--- config.mk ---
export PLATFORM = sky130hd
export DESIGN_NAME = sram_mem_ctrl
export DESIGN_NICKNAME = d
export VERILOG_FILES = /design/src/rtl/arm_pkg.sv /design/src/rtl/sram_mem_ctrl.sv
export SDC_FILE = /design/constraint.sdc
export NUM_CORES = 1
export LEC_CHECK = 0
export ABC_AREA = 1
export CORE_MARGIN = 8
export CORE_UTILIZATION = 43
export DETAILED_ROUTE_END_ITERATION = 8
export PLACE_DENSITY = 0.84
export SYNTH_ARGS = -nofsm -noshare
export SYNTH_HDL_FRONTEND = slang
export SYNTH_SLANG_ARGS = --single-unit
--- constraint.sdc ---
create_clock -name clk -period 3.9 [get_ports clk]
set_input_delay 0.78 -clock clk [delete_from_list [all_inputs] [get_ports clk]]
set_output_delay 0.78 -clock clk [all_outputs]
set_load 0.02 [all_outputs]
--- src/rtl/arm_pkg.sv ---
// Shared MEM-stage definitions: SRAM controller states and external SRAM geometry.
package arm_pkg;

    typedef enum logic [1:0] {
        IDLE = 2'd0,
        LO   = 2'd1,
        HI   = 2'd2,
        DONE = 2'd3
    } mem_state_t;

    localparam logic [31:0] DATA_BASE_ADDR = 32'd1024;
    localparam int          SRAM_ADDR_W    = 18;
    localparam int          SRAM_DQ_W      = 16;

endpackage

--- src/rtl/sram_mem_ctrl.sv ---
// Splits a 32-bit load/store into two 16-bit SRAM phases of WAIT_STATES cycles each; 2W+1 cycle latency.
// Backpressure: ready is low while a request is held and the transaction has not reached DONE.
module sram_mem_ctrl
    import arm_pkg::*;
#(
    parameter int unsigned WAIT_STATES = 5,
    parameter logic [31:0] DATA_BASE   = DATA_BASE_ADDR
) (
    input  logic                   clk,
    input  logic                   rst,
    input  logic                   rd_en,
    input  logic                   wr_en,
    input  logic [31:0]            addr,
    input  logic [31:0]            wdata,
    output logic [31:0]            rdata,
    output logic                   ready,
    output logic [SRAM_ADDR_W-1:0] sram_addr,
    output logic [SRAM_DQ_W-1:0]   sram_dq_out,
    output logic                   sram_dq_oe,
    input  logic [SRAM_DQ_W-1:0]   sram_dq_in,
    output logic                   sram_we_n
);

    localparam int               CNT_W      = $clog2(WAIT_STATES + 1);
    localparam logic [CNT_W-1:0] CNT_RELOAD = CNT_W'(WAIT_STATES - 1);
    localparam logic [CNT_W-1:0] CNT_ONE    = CNT_W'(1);

    mem_state_t             state_q, state_d;
    logic [CNT_W-1:0]       cnt_q, cnt_d;
    logic                   op_wr_q, op_wr_d;
    logic [16:0]            idx_q, idx_d;
    logic [15:0]            wdata_hi_q, wdata_hi_d;
    logic [31:0]            rdata_q, rdata_d;
    logic [SRAM_ADDR_W-1:0] sram_addr_q, sram_addr_d;
    logic [SRAM_DQ_W-1:0]   dq_out_q, dq_out_d;
    logic                   dq_oe_q, dq_oe_d;
    logic                   we_n_q, we_n_d;

    logic        req;
    logic [16:0] idx_in;

    assign req    = rd_en | wr_en;
    // Word index wraps modulo 2^17; the byte offset bits are discarded.
    assign idx_in = 17'((addr - DATA_BASE) >> 2);

    always_comb begin
        state_d     = state_q;
        cnt_d       = cnt_q;
        op_wr_d     = op_wr_q;
        idx_d       = idx_q;
        wdata_hi_d  = wdata_hi_q;
        rdata_d     = rdata_q;
        sram_addr_d = sram_addr_q;
        dq_out_d    = dq_out_q;
        dq_oe_d     = dq_oe_q;
        we_n_d      = we_n_q;

        case (state_q)
            IDLE: begin
                if (req) begin
                    state_d     = LO;
                    op_wr_d     = wr_en;
                    idx_d       = idx_in;
                    wdata_hi_d  = wdata[31:16];
                    cnt_d       = CNT_RELOAD;
                    sram_addr_d = {idx_in, 1'b0};
                    if (wr_en) begin
                        dq_out_d = wdata[15:0];
                    end
                    dq_oe_d     = wr_en;
                    we_n_d      = ~wr_en;
                end
            end
            LO: begin
                if (cnt_q == '0) begin
                    if (!op_wr_q) begin
                        rdata_d[15:0] = sram_dq_in;
                    end
                    state_d     = HI;
                    cnt_d       = CNT_RELOAD;
                    sram_addr_d = {idx_q, 1'b1};
                    if (op_wr_q) begin
                        dq_out_d = wdata_hi_q;
                    end
                    dq_oe_d     = op_wr_q;
                    // One high cycle on we_n lets the SRAM latch the low half.
                    we_n_d      = 1'b1;
                end else begin
                    cnt_d = cnt_q - CNT_ONE;
                end
            end
            HI: begin
                if (cnt_q == '0) begin
                    if (!op_wr_q) begin
                        rdata_d[31:16] = sram_dq_in;
                    end
                    state_d = DONE;
                    dq_oe_d = 1'b0;
                    we_n_d  = 1'b1;
                end else begin
                    cnt_d  = cnt_q - CNT_ONE;
                    we_n_d = ~op_wr_q;
                end
            end
            DONE: begin
                state_d = IDLE;
                dq_oe_d = 1'b0;
                we_n_d  = 1'b1;
            end
            default: begin
                state_d = IDLE;
            end
        endcase
    end

    always_ff @(posedge clk or negedge rst) begin
        if (!rst) begin
            state_q     <= IDLE;
            cnt_q       <= '0;
            op_wr_q     <= 1'b0;
            idx_q       <= '0;
            wdata_hi_q  <= '0;
            rdata_q     <= '0;
            sram_addr_q <= '0;
            dq_out_q    <= '0;
            dq_oe_q     <= 1'b0;
            we_n_q      <= 1'b1;
        end else begin
            state_q     <= state_d;
            cnt_q       <= cnt_d;
            op_wr_q     <= op_wr_d;
            idx_q       <= idx_d;
            wdata_hi_q  <= wdata_hi_d;
            rdata_q     <= rdata_d;
            sram_addr_q <= sram_addr_d;
            dq_out_q    <= dq_out_d;
            dq_oe_q     <= dq_oe_d;
            we_n_q      <= we_n_d;
        end
    end

    assign ready       = ~req | (state_q == DONE);
    assign rdata       = rdata_q;
    assign sram_addr   = sram_addr_q;
    assign sram_dq_out = dq_out_q;
    assign sram_dq_oe  = dq_oe_q;
    assign sram_we_n   = we_n_q;

endmodule

==> results of run 1 <==
[layout by cell type, fill, tap and decap left out, types with 2 or more instances in the layout]
| cell type | Yosys | layout |
|---|---|---|
| clkdlybuf4s50_1 | 0 | 136 |
| nor2_1 | 26 | 25 |
| o211ai_1 | 11 | 11 |
| clkinv_2 | 0 | 2 |
| a31oi_1 | 4 | 4 |
| ha_1 | 8 | 8 |
| clkbuf_1 | 9 | 3 |
| nand3_1 | 13 | 13 |
| inv_1 | 48 | 48 |
| nor2_2 | 1 | 2 |
| xor2_1 | 2 | 2 |
| a21oi_1 | 3 | 3 |
| or2_2 | 2 | 2 |
| o21ai_0 | 39 | 39 |
| inv_2 | 5 | 5 |
| nand2_2 | 3 | 3 |
| nand2_1 | 196 | 196 |
| o21ai_1 | 38 | 38 |
| buf_4 | 4 | 5 |
| mux2i_1 | 16 | 16 |
| dfrtp_1 | 106 | 106 |
| clkbuf_8 | 0 | 9 |
[layout make-up]
| type | count | area [um^2] | area share |
|---|---|---|---|
| sequential | 107 | 2680 | 0.421 |
| tap | 140 | 175 | 0.0275 |
| clock buffer | 12 | 135 | 0.0212 |
| timing repair buffer | 141 | 1400 | 0.220 |
| clock inverter | 3 | 40.0 | 0.00629 |
| inverter | 53 | 199 | 0.0313 |
| multi-input combinational | 364 | 1740 | 0.273 |
[registers in the layout, summed over array words and instances (netlist names)]
register and cells:
sram_dq_oe 1, sram_we_n 1, sram_dq_out 16, state_q 2, idx_q 17, cnt_q 3, sram_addr 18, wdata_hi_q 16
rdata 32, op_wr_q 1
[per-stage QoR]
| step | hold slack, ns | power (uW) | instances | utilization |
|---|---|---|---|---|
| 2_1_floorplan | 0.442 | 3780 | 548 | - |
| 3_3_place_gp | 0.453 | 4860 | 805 | 0.573 |
| 3_5_place_dp | 0.458 | 4980 | 805 | 0.573 |
| 4_1_cts | 0.483 | 5650 | 820 | 0.589 |
| 5_1_grt | 0.504 | 6050 | 820 | 0.589 |
| 6_report | 0.479 | 5580 | 820 | 0.589 |
[kinds of logic after synthesis]
logic type                 Yosys count
and+or+nand+nor                    243
buffers and inverters               77
xor gates and xnor gates             2
muxes                               16
DFF                                107
AOI/OAI and AO/OA                   95
adders and majority gates            8
[worst paths after layout]
path	slack [ns]	startpoint	end
setup / recovery	1.04	wr_en	ready
min in group asynchronous	0.60	rst	idx_q[3]$_DFFE_PN0P_
setup reg to reg	1.20	state_q[1]$_DFFE_PN0P_	rdata[5]$_DFFE_PN0P_
max in group asynchronous	2.38	rst	rdata[19]$_DFFE_PN0P_
hold reg to reg	0.48	wdata_hi_q[5]$_DFFE_PN0P_	wdata_hi_q[5]$_DFFE_PN0P_
hold / removal	0.48	wdata_hi_q[5]$_DFFE_PN0P_	wdata_hi_q[5]$_DFFE_PN0P_
[power by group through the flow]
stage	sequential, uW	combinational, uW	clock (uW)
3_3_place_gp	1970	2880	0
5_1_grt	2060	3280	717
4_1_cts	1990	2990	675
3_5_place_dp	2010	2970	0
6_report	1980	2950	651
2_1_floorplan	2390	1400	0
[per-layer routing]
metal	global-route usage	vias to the layer above	share of wire	wire length [um]
li1	-	1988	-	-
met1	0.202	1903	0.42	5170
met2	0.269	148	0.45	5560
met3	0.0791	16	0.11	1380
met4	0.0656	0	0.012	149
met5	0	-	0	0
[critical path: stages]
cell	delay [ns]
clkdlybuf4s50_1	0.48
o21ai_0	0.19
clkdlybuf4s50_1	0.63
==> results by group, run 1 <==
Run status
  – Outcome: completed

Logic synthesis
  – #FFs+latches synth: 107
  – Synth Area in XOR/XNOR: 0.00370
  – Simple-gate share of the synthesized area: 0.200
  – Synth cell types: 24
  – Syn_nets: 640
  – Synth warn: 0
  – Adder-cell share of the synthesized area: 0.0212
  – Top cell type's share of synthesized area: 0.561
  – Syn_area_per_cell: 8.63 um^2
  – Top FF cell, synth: dfrtp_1
  – Cell accounting for the most synthesized area: dfrtp_1
  – EDFF count, synth: 0
  – Most frequent cell after synthesis: nand2_1
  – Multiplexer area fraction after synthesis: 0.0339
  – Register area share after synthesis: 0.567
  – Post-synth ARST share: 1.00
  – Top cells by area, synth: dfrtp_1 (56%), nand2_1 (16%), o21ai_0 (4.1%)
  – Combinational family with the most area after synthesis: simple AND/OR/NAND/NOR gates
  – Synthesized area: 4730 um^2
  – Syn Inst Count: 548
  – Compound-Gate Fraction of Synth Area: 0.107
  – Synth cell count leaders: nand2_1 (196), dfrtp_1 (106), inv_1 (48), o21ai_0 (39), o21ai_1 (38)

Worst hold path
  – Hold crit path type: flop to flop
  – Hold Path Depth: 2

Global route
  – Vias in the first global route: between 4000 and 5000
  – Grt total ovfl: 0
  – Largest net degree at the start of global routing: 85
  – First-pass GRT wire length: 20400 um
  – Initial antenna violation count: 0
  – Total global-route track usage: 0.172

Timing
  – Unrepaired setup endpoints after global routing: no
  – Hold Vio Cnt, Final: 0
  – Relative slew slack: 0.293
  – Final WS setup: 1.04 ns
  – Setup Viol. Count Final: 0
  – Setup TNS: 0 ns
  – Fin crit share: 0.733
  – Slew Limit Fails: 0
  – Setup Skew: 0.0101 ns
  – Max frequency: 350 MHz
  – Final critical-path required period: 2.86 ns
  – Worst-margin pin slew: approximately 1.1 ns

Clocking
  – # clock sinks: approximately 110
  – Clk_lat worst skew: 0.36 ns
  – Cts hold-fix bufs: 0
  – CTS tree: built
  – Cts repair resizes: 0
  – Root buffer cell: clkbuf_8
  – Setup bufs post-CTS: 0
  – Clock Pin Slew Worst Setup and Hold Paths: 0.09 ns
  – Clock Path Buffers: 2
  – Num CTS Buffers: 9
  – H-tree depth: 3

Die
  – Die Span Y: 121 um
  – I/O pins: 153
  – CORE AREA: between 10000 and 15000 um^2
  – Die width: 121 um
  – Die area: approximately 15000 um^2
  – Starting density of the core: 0.438
  – Site row count: 38

Critical path
  – Largest fanout on the critical path: 5
  – Critical path class: input pin to output pin
  – Reg2reg path depth: 8
  – Crit path DAT: 2.08 ns
  – Worst Setup Start Kind: input pin
  – CP endpoint kind: output pin
  – WP data required: 3.12 ns

Power
  – Comb pwr share: 0.528
  – Peak supply drop: 460 uV
  – Power density over cell area: 877 nW/um^2
  – Switching power: 2390 uW
  – P_leak: 0.00311 uW
  – Switching Share: 0.429
  – Sequential Power Share: 0.356
  – Power Internal: around 3200 uW
  – Clk pwr share: 0.117

Route
  – DRC: 0
  – DR WL/cell: 14.9 um
  – DRC marker count from the first detailed-route iteration: 328
  – Final wirelength: 12300 um
  – TritonRoute pass-1 iters: 5
  – Antenna-violating nets left: 0
  – DR vias: between 4000 and 5000
  – Drt via density: about 4.9

Finish
  – Diodes inserted: 0
  – Layout area overhead: 34.6%
  – Post-route cell area: 6360 um^2
  – Layout cells sized above 1: 0.0441
  – Fill count: 907
  – Total Nets Final: between 700 and 800

Place
  – Placed cell area: 6190 um^2
  – GPL Wtd Cong: 0.920
  – Dpl hpwl: 8940 um
  – Pre-CTS setup slack: 1.05 ns
  – Port Buffers: around 140

Job
  – Total of max-cap violations: 0
No activity file was read; power rests on OpenSTA's default activity.
==> inputs of run 2 (changes only) <==
Settings changed: CORE_UTILIZATION 43 to 42, PLACE_DENSITY 0.84 to 0.86.
Clock period 3.9 ns to 2.6 ns, I/O delays scaled along.
==> results by group, run 2 (synthesis gave the netlist of run 1 again) <==
Power
  – Comb pwr share: 0.514 (-0.014)
  – P_leak: 0.00318 uW (+2.1%)
  – Peak supply drop: 714 uV (+55%)
  – Power density over cell area: 1350 nW/um^2 (+54%)
  – Switching power: 3720 uW (+55%)
  – Power Internal: 5040 uW (+58%)
  – Sequential Power Share: 0.342 (-0.014)
  – Clk pwr share: 0.144 (+0.027)
  – Switching Share: 0.424 (-0.00420)

Die
  – CORE AREA: 10900 um^2 (+1.3%)
  – Die width: 122 um (+1.0%)
  – Die Span Y: 122 um (+1.0%)
  – Starting density of the core: 0.432 (-0.00571)
  – Die area: 14900 um^2 (+2.1%)
  – Site row count: 38 (unchanged)
  – I/O pins: 153 (unchanged)

Route
  – Antenna-violating nets left: 0 (unchanged)
  – DR WL/cell: 15.7 um (+5.0%)
  – Max Used Layer: met4
  – DRC: 0 (unchanged)
  – DRC marker count from the first detailed-route iteration: 376 (+15%)
  – TritonRoute pass-1 iters: 4 (-1)
  – DR vias: 4102 (+1.2%)
  – Final wirelength: 12900 um (+5.4%)
  – Wire length on met2: 6220 um (+12%)
  – Drt via density: 4.98 (+0.79%)
  – WL met3: 1500 um (+8.5%)
  – DRT met1 WL: 5050 um (-2.3%)

Critical path
  – Reg2reg path depth: 8 (unchanged)
  – R2R setup slack: 0.55 ns (-0.65 ns)
  – Worst flop-to-flop path endpoint: sram_addr[11]$_DFFE_PN0P_
  – CP endpoint kind: output pin
  – Worst Setup Start Kind: input pin
  – Critical path class: input pin to output pin
  – Largest fanout on the critical path: 5 (unchanged)
  – WP data required: 2.08 ns (-1.04 ns)
  – Crit path DAT: 1.84 ns (-0.24 ns)
  – Worst reg2reg path startpoint: state_q[1]$_DFFE_PN0P_

Global route
  – First-pass GRT wire length: 21000 um (+3.1%)
  – Vias in the first global route: 4361 (+4.8%)
  – Total global-route track usage: 0.176 (+0.00438)
  – Largest net degree at the start of global routing: 108 (+27%)
  – Grt total ovfl: 0 (unchanged)
  – Initial antenna violation count: 0 (unchanged)

Finish
  – Post-route cell area: 6490 um^2 (+2.0%)
  – Max reg flops: 32 (unchanged)
  – Layout cells sized above 1: 0.0527 (+0.00859)
  – Layout area overhead: 37.3%
  – Register area: 2680 um^2 (unchanged)
  – Area of the multi-input gates: 1740 um^2 (unchanged)
  – Diodes inserted: 0 (unchanged)
  – Fill count: 944 (+4.1%)
  – Non-filler cells, final: 823 (+0.37%)
  – Total Nets Final: 771 (+0.39%)
  – Most common cell after layout, fill and taps aside: nand2_1
  – Commonest cells after routing, fill and taps aside: nand2_1 (196), clkdlybuf4s50_1 (136), dfrtp_1 (106)

Place
  – Dpl hpwl: 9480 um (+5.9%)
  – Port Buffers: 137 (unchanged)
  – Cells after DPL: 808 (+0.37%)
  – Pre-CTS setup slack: 0.261 ns (-0.788 ns)
  – GPL Wtd Cong: 0.908 (-1.4%)
  – Placed cell area: 6220 um^2 (+0.57%)

Timing
  – Slew Limit Fails: 0 (unchanged)
  – Smallest hold slack: 0.209 ns (-0.270 ns)
  – Unrepaired setup endpoints after global routing: no
  – Final WS setup: 0.241 ns (-0.800 ns)
  – Worst-margin pin slew: 0.654 ns (-0.403 ns)
  – Setup Viol. Count Final: 0 (unchanged)
  – Hold Vio Cnt, Final: 0 (unchanged)
  – Setup TNS: 0 ns (unchanged)
  – Final critical-path required period: 2.36 ns
  – Max frequency: 424 MHz
  – Relative slew slack: 0.563 (+0.270)
  – Fin crit share: 0.907
  – Setup Skew: 0.00506 ns (-0.00499 ns)

Clocking
  – Num CTS Buffers: 9 (unchanged)
  – Clock Path Buffers: 2 (unchanged)
  – H-tree depth: 3 (unchanged)
  – Setup bufs post-CTS: 0 (unchanged)
  – Clock Pin Slew Worst Setup and Hold Paths: 0.07 ns (-0.02 ns)
  – Clk_lat worst skew: 0.33 ns (-0.03 ns)
  – Cts hold-fix bufs: 0 (unchanged)
  – CTS tree: built
  – # clock sinks: 107 (unchanged)
  – Cts repair resizes: 0 (unchanged)
  – Root buffer cell: clkbuf_16

Run status
  – Outcome: completed

Worst hold path
  – Hold crit path type: input pin to asynchronous set/reset pin

Job
  – Total of max-cap violations: 0 (unchanged)
## run 2: area by class of cell
cell class | instances | area share
Sequential cell | 107 | 0.413
Multi-Input combinational cell | 364 | 0.267
Clock inverter | 5 | 0.00443
Timing Repair Buffer | 144 | 0.221
Tap cell | 140 | 0.0270
Clock buffer | 10 | 0.0368
Inverter | 53 | 0.0307
## run 2: worst max-delay path by stage
stage | slack, ns | startpoint | end | depth (start not counted)
5_1_grt | 0.16 | wr_en | ready | 3
2_1_floorplan | 1.07 | wr_en | ready | 1
4_1_cts | 0.25 | wr_en | ready | 3
3_3_place_gp | 0.28 | wr_en | ready | 3
6_report | 0.24 | wr_en | ready | 3
3_5_place_dp | 0.26 | wr_en | ready | 3
## run 2: metal layers
| metal | vias up | track usage |
|---|---|---|
| met5 | - | 0 |
| met4 | 0 | 0.0625 |
| met3 | 13 | 0.0787 |
| met2 | 154 | 0.299 |
| met1 | 1938 | 0.191 |
| li1 | 1997 | - |
## run 2: per-stage QoR
step	total power [uW]	utilization
finish	8750	0.593
global route	9400	0.593
CTS	8840	0.593
detailed placement	7540	0.569
global placement	7300	0.569
floorplan	5670	-
## run 2: power by group through the flow
stage / combinational [uW] / clock, uW / sequential [uW]
final: 4500 / 1260 / 2990
after global routing: 4950 / 1350 / 3090
after CTS: 4550 / 1290 / 3000
after detailed placement: 4530 / 0 / 3020
after global placement: 4350 / 0 / 2950
after floorplan: 2090 / 0 / 3580
## run 2: worst max-delay path, stage by stage
cell and delay, ns:
clkdlybuf4s50_1 0.49, o21ai_0 0.20, clkdlybuf4s50_1 0.63
==> inputs of run 3 (changes only) <==
Settings changed: CORE_ASPECT_RATIO set to 0.8.
==> results by group, run 3 (synthesis gave the netlist of run 1 again) <==
Route
  – Antenna-violating nets left: 0 (unchanged)
  – DR WL/cell: 15.0 um (-4.5%)
  – Final wirelength: 12500 um (-3.6%)
  – DRC marker count from the first detailed-route iteration: 277 (-26%)
  – TritonRoute pass-1 iters: 4 (unchanged)
  – DRC: 0 (unchanged)
  – Drt via density: 4.89 (-1.9%)
  – DR vias: 4064 (-0.93%)

Critical path
  – Largest fanout on the critical path: 5 (unchanged)
  – WP data required: 2.08 ns (about the same)
  – Critical path class: input pin to output pin
  – Worst path cell trace: clkdlybuf4s50_1 > o21ai_0 > clkdlybuf4s50_1
  – Worst Setup Start Kind: input pin
  – Slowest CP cell: clkdlybuf4s50_1
  – CP peak stage delay: 0.64 ns (about the same)
  – Crit path DAT: 1.88 ns (+0.04 ns)
  – CP endpoint kind: output pin
  – CP dominant cell by count: clkdlybuf4s50_1

Finish
  – Non-filler cells, final: 831 (+0.97%)
  – Fill count: 909 (-3.7%)
  – Max reg flops: 32 (unchanged)
  – Layout area overhead: 38.5%
  – Total Nets Final: 774 (+0.39%)
  – Most common cell after layout, fill and taps aside: nand2_1
  – Layout cells sized above 1: 0.0582 (+0.00552)
  – Commonest cells after routing, fill and taps aside: nand2_1 (196), clkdlybuf4s50_1 (136), dfrtp_1 (106)
  – Diodes inserted: 0 (unchanged)
  – Final core utilization: 0.599 (+0.00552)

Job
  – Total of max-cap violations: 0 (unchanged)

Clocking
  – Cts repair resizes: 0 (unchanged)
  – Clock Pin Slew Worst Setup and Hold Paths: 0.07 ns (about the same)
  – Root buffer cell: clkbuf_16
  – # clock sinks: 107 (unchanged)
  – Cts hold-fix bufs: 0 (unchanged)
  – Clk_lat worst skew: 0.34 ns (about the same)
  – CTS tree: built
  – Clock Path Buffers: 2 (unchanged)
  – H-tree depth: 3 (unchanged)
  – Setup bufs post-CTS: 0 (unchanged)
  – Num CTS Buffers: 9 (unchanged)

Die
  – Die width: 135 um (+10%)
  – Starting density of the core: 0.432 (about the same)
  – Site row count: 34 (-11%)
  – CORE AREA: 10900 um^2 (about the same)
  – Die Span Y: 111 um (-9.2%)
  – Die area: 14900 um^2 (+0.14%)
  – I/O pins: 153 (unchanged)

Worst hold path
  – Hold crit path type: input pin to asynchronous set/reset pin

Timing
  – Setup Skew: 0.00834 ns (+0.00328 ns)
  – Fin crit share: 0.923 (+0.0158)
  – Final critical-path required period: 2.40 ns (+0.0410 ns)
  – Unrepaired setup endpoints after global routing: no
  – Slew Limit Fails: 0 (unchanged)
  – Max frequency: 417 MHz (-1.7%)
  – Setup Viol. Count Final: 0 (unchanged)
  – Worst-margin pin slew: 0.624 ns (-0.0301 ns)
  – Relative slew slack: 0.583 (+0.0201)
  – Hold Vio Cnt, Final: 0 (unchanged)
  – Setup TNS: 0 ns (unchanged)

Global route
  – Largest net degree at the start of global routing: 52 (-52%)
  – Grt total ovfl: 0 (unchanged)
  – Total global-route track usage: 0.168 (-0.00810)
  – First-pass GRT wire length: 20500 um (-2.2%)
  – Vias in the first global route: 4218 (-3.3%)
  – Initial antenna violation count: 0 (unchanged)

Place
  – Port Buffers: 137 (unchanged)
  – GPL Wtd Cong: 0.909 (+0.12%)
  – Dpl hpwl: 9310 um (-1.8%)
  – Cells after DPL: 815 (+0.87%)

Power
  – P_leak: 0.00320 uW (+0.67%)
  – Switching power: 3720 uW (+0.21%)
  – Comb pwr share: 0.513 (about the same)
  – Clk pwr share: 0.148 (+0.004)
  – Sequential Power Share: 0.339 (-0.003)
  – Switching Share: 0.422 (-0.00195)
  – Power density over cell area: 1350 nW/um^2 (-0.24%)
  – Power Internal: 5090 uW (+1.0%)
  – Peak supply drop: 718 uV (+0.55%)

Run status
  – Outcome: completed
==> run 3: per-stage QoR <==
stage | power (uW) | hold slack (ns) | setup WS [ns] | cell area [um^2]
floorplan | 5670 | 0.224 | 1.07 | 4730
global placement | 7360 | 0.453 | 0.228 | 6260
detailed placement | 7570 | 0.460 | 0.220 | 6260
CTS | 8910 | 0.165 | 0.201 | 6550
global route | 9500 | 0.180 | 0.0799 | 6550
finish | 8810 | 0.155 | 0.200 | 6550
==> run 3: final timing paths <==
path	from	end	slack (ns)	cells after the start
hold reg to reg	wdata_hi_q[7]$_DFFE_PN0P_	wdata_hi_q[7]$_DFFE_PN0P_	0.48	2
setup / recovery	wr_en	ready	0.20	3
min in group clk	wdata_hi_q[7]$_DFFE_PN0P_	wdata_hi_q[7]$_DFFE_PN0P_	0.48	2
max in group asynchronous	rst	rdata[18]$_DFFE_PN0P_	1.78	2
setup reg to reg	state_q[1]$_DFFE_PN0P_	rdata[9]$_DFFE_PN0P_	0.61	9
hold / removal	rst	rdata[30]$_DFFE_PN0P_	0.15	1
==> run 3: worst max-delay path, delay by kind of cell <==
kind	cells	cell delay (ns)
buffers and inverters	2	1.15
AOI/OAI and AO/OA	1	0.21
==> run 3: cell type report <==
class	instances	area, um^2	share of cell area
timing repair buffer	147	1470	0.224
tap	144	180	0.0275
sequential	107	2680	0.409
multi-input combinational	364	1740	0.265
clock buffer	10	239	0.0365
clock inverter	6	47.5	0.00726
inverter	53	199	0.0304
==> run 3: power groups by stage <==
| stage | Combinational [uW] | Clock (uW) | Sequential [uW] |
|---|---|---|---|
| after floorplan | 2090 | 0 | 3580 |
| after global placement | 4400 | 0 | 2960 |
| after detailed placement | 4560 | 0 | 3010 |
| after CTS | 4580 | 1340 | 2990 |
| after global routing | 5000 | 1410 | 3090 |
| final | 4520 | 1300 | 2990 |
==> run 3: routing by layer <==
layer / wire length, um / up-vias / part of all wire / track usage
met4: 82 / 0 / 0.0066 / 0.0358
met3: 1250 / 11 / 0.10 / 0.0720
met2: 5990 / 127 / 0.48 / 0.278
met1: 5130 / 1925 / 0.41 / 0.198
met5: 0 / - / 0 / 0
li1: - / 2001 / - / -
